$ cat config.mk
export PLATFORM = sky130hd
export DESIGN_NAME = multiplier_control
export DESIGN_NICKNAME = d
export VERILOG_FILES = /design/src/rtl/multiplier_control.sv
export SDC_FILE = /design/constraint.sdc
export NUM_CORES = 1
export LEC_CHECK = 0
export CAP_MARGIN = 20
export CELL_PAD_IN_SITES_DETAIL_PLACEMENT = 0
export CELL_PAD_IN_SITES_GLOBAL_PLACEMENT = 1
export CORE_AREA = 2 2 39 41
export CTS_BUF_LIST = sky130_fd_sc_hd__clkbuf_8
export DETAILED_ROUTE_END_ITERATION = 8
export DIE_AREA = 0 0 41 43
export GPL_TIMING_DRIVEN = 0
export HOLD_SLACK_MARGIN = 0.02
export PLACE_DENSITY_LB_ADDON = 0.1
export SETUP_SLACK_MARGIN = 0.3
export SLEW_MARGIN = 10
export SYNTH_ARGS = -nofsm -noshare
export SYNTH_HDL_FRONTEND = slang
export SYNTH_SLANG_ARGS = --single-unit
$ cat constraint.sdc
create_clock -name Clk -period 4.2 [get_ports Clk]
set_clock_uncertainty 0.15 [all_clocks]
set_input_delay 1.05 -clock Clk [delete_from_list [all_inputs] [get_ports Clk]]
set_output_delay 1.05 -clock Clk [all_outputs]
set_load 0.02 [all_outputs]
$ cat src/rtl/multiplier_control.sv
// -----------------------------------------------------------------------------
// multiplier_control
//
// Purpose:
//   Sequencer for an 8-bit signed shift-add multiplier. One Run press clears
//   the A/X accumulator, then runs N_BITS add-then-shift iterations. The last
//   iteration subtracts instead of adding because the multiplier MSB has
//   negative weight in two's complement. This block owns every datapath
//   enable; it never looks at data other than the multiplier bit M.
//
// Ports:
//   Clk           in   system clock, rising edge
//   Reset         in   asynchronous, active-high reset
//   Run           in   start request (level, already synchronous to Clk)
//   ClearA_LoadB  in   load request (level), honoured in IDLE only
//   M             in   current LSB of B (multiplier bit under test)
//   clr_xa        out  clear A and X
//   ld_b          out  load switches into B and clear A and X
//   add_en        out  A <= A + S, X <= sign of sum
//   sub_en        out  A <= A - S, X <= sign of difference
//   shift_en      out  arithmetic right shift of X:A:B
//   busy          out  high in CLEAR, ADD and SHIFT
//   done          out  high in HOLD
//   count         out  current iteration index (debug)
// -----------------------------------------------------------------------------
module multiplier_control #(
    parameter int N_BITS = 8,
    localparam int CW = (N_BITS > 1) ? $clog2(N_BITS) : 1
) (
    input  logic          Clk,
    input  logic          Reset,
    input  logic          Run,
    input  logic          ClearA_LoadB,
    input  logic          M,
    output logic          clr_xa,
    output logic          ld_b,
    output logic          add_en,
    output logic          sub_en,
    output logic          shift_en,
    output logic          busy,
    output logic          done,
    output logic [CW-1:0] count
);

    typedef enum logic [2:0] {
        S_IDLE  = 3'd0,
        S_CLEAR = 3'd1,
        S_ADD   = 3'd2,
        S_SHIFT = 3'd3,
        S_HOLD  = 3'd4
    } state_t;

    localparam logic [CW-1:0] LAST_ITER = CW'(N_BITS - 1);

    state_t        state_q, state_d;
    logic [CW-1:0] count_q, count_d;
    logic          ld_b_raw;

    // State and iteration counter.
    always_ff @(posedge Clk or posedge Reset) begin
        if (Reset) begin
            state_q <= S_IDLE;
            count_q <= '0;
        end else begin
            state_q <= state_d;
            count_q <= count_d;
        end
    end

    // Next-state and output decode.
    always_comb begin
        state_d  = state_q;
        count_d  = count_q;
        clr_xa   = 1'b0;
        ld_b_raw = 1'b0;
        add_en   = 1'b0;
        sub_en   = 1'b0;
        shift_en = 1'b0;
        busy     = 1'b0;
        done     = 1'b0;

        case (state_q)
            S_IDLE: begin
                // A load request is still serviced in the cycle Run is seen.
                ld_b_raw = ClearA_LoadB;
                if (Run) begin
                    state_d = S_CLEAR;
                end
            end

            S_CLEAR: begin
                clr_xa  = 1'b1;
                busy    = 1'b1;
                count_d = '0;
                state_d = S_ADD;
            end

            S_ADD: begin
                // M = 0 still consumes the cycle so latency never depends on data.
                busy = 1'b1;
                if (M) begin
                    if (count_q == LAST_ITER) begin
                        sub_en = 1'b1;
                    end else begin
                        add_en = 1'b1;
                    end
                end
                state_d = S_SHIFT;
            end

            S_SHIFT: begin
                busy     = 1'b1;
                shift_en = 1'b1;
                if (count_q == LAST_ITER) begin
                    state_d = S_HOLD;
                end else begin
                    count_d = count_q + CW'(1);
                    state_d = S_ADD;
                end
            end

            S_HOLD: begin
                // Waiting for Run to drop gives one multiply per press.
                done = 1'b1;
                if (!Run) begin
                    state_d = S_IDLE;
                end
            end

            default: begin
                state_d = S_IDLE;
            end
        endcase
    end

    // ld_b is the only output fed straight from an input; mask it so that it
    // reads 0 while Reset is held, like every state-derived output.
    assign ld_b  = ld_b_raw & ~Reset;
    assign count = count_q;

endmodule
## Word level (Yosys, flattened, before mapping)

Index checks and enable logic that the tools add are counted.

- Input bits: 5
- Word-level logic and storage cells: 35
- Flip-flop bits (word level): 6

- Eq/ne operators: 8
- Muxes and demuxes: 17
- Bitwise operators: 2
- Add/subtract/negate cells: 1
- Reduce and logical (&&, ||, !) cells: 5

Operators with widths:

| operator | count |
|---|---|
| case mux 3 bit (5 select lines) | 1 |
| two-way mux 3 bit | 4 |
| two-way mux 1 bit | 11 |
| equality test 3 x 2 -> 1 bit, second input constant | 2 |
| equality test 3 bit, second input constant | 2 |
| != test 2 bit, second input constant | 3 |
| case mux 3 bit (2 select lines) | 1 |
| AND reduction 2 bit | 2 |
| adder 3 x 1 -> 3 bit, second input constant | 1 |
| equality test 3 x 1 -> 1 bit, second input constant | 1 |
| zero test 3 bit | 1 |
| OR reduction 3 bit | 1 |
| nonzero test 2 bit | 1 |
| AND 1 bit | 1 |
| NOT 1 bit | 1 |

## Logic depth before layout (Yosys ltp)

- Depth after elaboration: 4
- Mapped depth: 5

## Worst setup path after synthesis

OpenSTA, ideal clock, no wires.

- Kind: in2out
- Start point: input port M
- End point: output port add_en
- Slack: 1,237 ps
- Required time: 3,000 ps
- Data arrival time: 1,763 ps
- Stages: 1
- Cells stage by stage: nor4bb_1

- Cells in the longest elaborated chain, start to end: 2

RTL lines:

| item | RTL line | source |
|---|---|---|
| from (decl) | 34 | `input logic M,` |
| two-way mux 1 bit | 101 | `if (M) begin` |
| two-way mux 1 bit | 82 | `case (state_q)` |
| to (decl) | 37 | `output logic add_en,` |

No other way between the ends.

## Worst setup path in the final report

Same ends and word-level chain as after synthesis.

==> metrics.yaml <==
floorplanning:
  core-area_um2: 1380
  fp.dieH_um: 43
  io_pins: 15
  fp-row-count: 14
  die_w_um: 41
  dieArea_um2: 1760
  start_util_pct: 24.2
timing:
  setup_violations: 0
  max_clock_freq_mhz: 270
  period_minus_slack_ns: 3.70
  hold_viol: 0
  fin_setup_tns_ns: 0
  worst_slack_ns: 0.499
  tightest_slew_ns: 0.276
  finalMaxSlewViolations: 0
  hold_ws_ns: 0.387
  relSlewSlack_pct: 81.4
  fin_crit_sh_pct: 88.1
  rsz0062_at_grt: "no"
power:
  power_uw: 407
  power_density_nw_per_um2: 758
  p_leak_nw: 0.237
  vdd_drop_max_v: 0.000215
global_routing:
  grt-ovfl-total: 0
  grt_pass1_wl_um: 1370
  grt_use_total_pct: 12.2
  grt_pass1_vias: 328
  grt_max_degree: 10
  antenna_found_initial: 0
synth:
  synthArstFlopShare_pct: 100
  syn_area_per_cell_um2: 9.31
  synth_nets: 43
  synthDistinctLibCells: 17
  syn_area_um2: 335
  syn_inst: 36
  synth_seq_cells: 6
  synth_warnings: 0
  yosysSeqAreaShare_pct: 44.8
  synth_edf_count: 0
  synth_ff_type: "dfrtp_1"
clock_network:
  ctsHoldBuffers: 0
  cts-root-buf: "clkbuf_8"
  cts_sinks: 6
  worstSkewPairLatency_ns: 0.22
  clkTransAtPathRegs_ns: 0.04
  cts_buffer_depth: 2
  post_cts_buffers: 0
  cts_resized: 0
  htreeDepth: 1
  cts_tree: "yes"
  cts_inserted_buffers: 3
route:
  drt_iter0_markers: 1
  routedWlPerCell_um: 12.2
  drcViolationCount: 0
  vias: 333
  vias_per_cell: 4.83
  wl_um: 840
  drt-pass1-iter-count: 2
  drtAntennaViolNets: 0
min_path:
  min_path_type: "reg2reg"
  hold_start: "state_q[2]"
  hold_depth: 1
setup_path:
  cp.arrival_ns: 2.50
  cp-start-kind: "input port"
  crit_path_end_kind: "primary output"
  critPathKind: "in2out"
  path_max_fanout: 2
  r2r-start: "count[0]"
  r2r_cells: 5
  cp.required_ns: 3.00
  crit_start: "M"
placed_design:
  dp_slack_ns: 0.487
  dpl-instance-area_um2: 495
  placed_cells: 66
  io_buffers: 14
  dp_hpwl_um: 629
  gp_congestion: 0.586
final_layout:
  n_antenna_cell: 0
  finish.instance_area_um2: 537
  post-route-util_pct: 38.8
  drive_gt1_share_pct: 7.55
  stdcell_count: 69
  fillCellCount: 138
  syn2layout_area_growth_pct: 60.1
  finalNetCount: 62
outcome:
  status: "finished clean"
job:
  drv_cap: 0
worst max-delay path, cell delays in order:
cell and delay (ns):
clkdlybuf4s50_1 0.47, nor4bb_1 0.31, clkdlybuf4s50_1 0.66
sequential cells by signal, summed over array words and instances, names as in the netlist:
signal,cells
count,3
state_q,3
cell usage after synthesis (2+ instances only):
cell type / n / area (um^2)
and3_1: 2 / 12.5
nor3_1: 2 / 10.0
dfrtp_1: 6 / 150
o21ai_0: 3 / 15.0
and2_1: 3 / 18.8
nor2_1: 5 / 18.8
o21ai_1: 3 / 15.0
nand2_1: 2 / 7.51
ha_1: 2 / 25.0
cells in the final DEF, fill, tap and decap left out, types with 2 or more instances in the layout:
| master | instances |
|---|---|
| o21ai_1 | 3 |
| clkdlybuf4s50_1 | 14 |
| dfrtp_1 | 6 |
| nand2_1 | 2 |
| ha_1 | 2 |
| and2_1 | 3 |
| nor3_1 | 2 |
| nor2_1 | 5 |
| clkbuf_8 | 3 |
| and3_1 | 2 |
| o21ai_0 | 3 |
logic make-up (layout without fill, tap and decap cells):
group,count (synthesis),in the layout,synth area share [%]
fa+ha+maj,2,2,7.46
compound gates,7,7,11.9
buf+inv,1,18,1.12
simple gates,20,20,34.7
flops,6,6,44.8
report_power, final:
group / leakage [nW] / switching (mW) / internal (mW)
clock: 0.0216 / 0.0243 / 0.0615
sequential: 0.0721 / 0.0320 / 0.0834
combinational: 0.144 / 0.103 / 0.102
worst paths after layout:
| check | slack (ns) | endpoint |
|---|---|---|
| setup / recovery | 0.50 | add_en |
| hold / removal | 0.39 | state_q[1] |
| setup reg to reg | 2.63 | count[0] |
| hold reg to reg | 0.39 | state_q[1] |
| max in group asynchronous | 2.77 | count[2] |
| min in group asynchronous | 0.93 | state_q[1] |
metal layers:
metal,global-route usage (%),vias to the layer above,part of all wire [%]
li1,-,163,-
met1,13.6,158,41
met2,17.2,10,52
met3,4.71,2,6.0
met4,10.0,0,1.2
met5,0,-,0
area by class of cell:
type / instances / area [um^2] / share of cell area (%)
sequential: 6 / 150 / 28.0
tap: 16 / 20.0 / 3.73
clock buffer: 3 / 41.3 / 7.69
multi-input combinational: 29 / 181 / 33.8
timing repair buffer: 14 / 140 / 26.1
inverter: 1 / 3.75 / 0.699
Power figures use the tool's default switching activity.
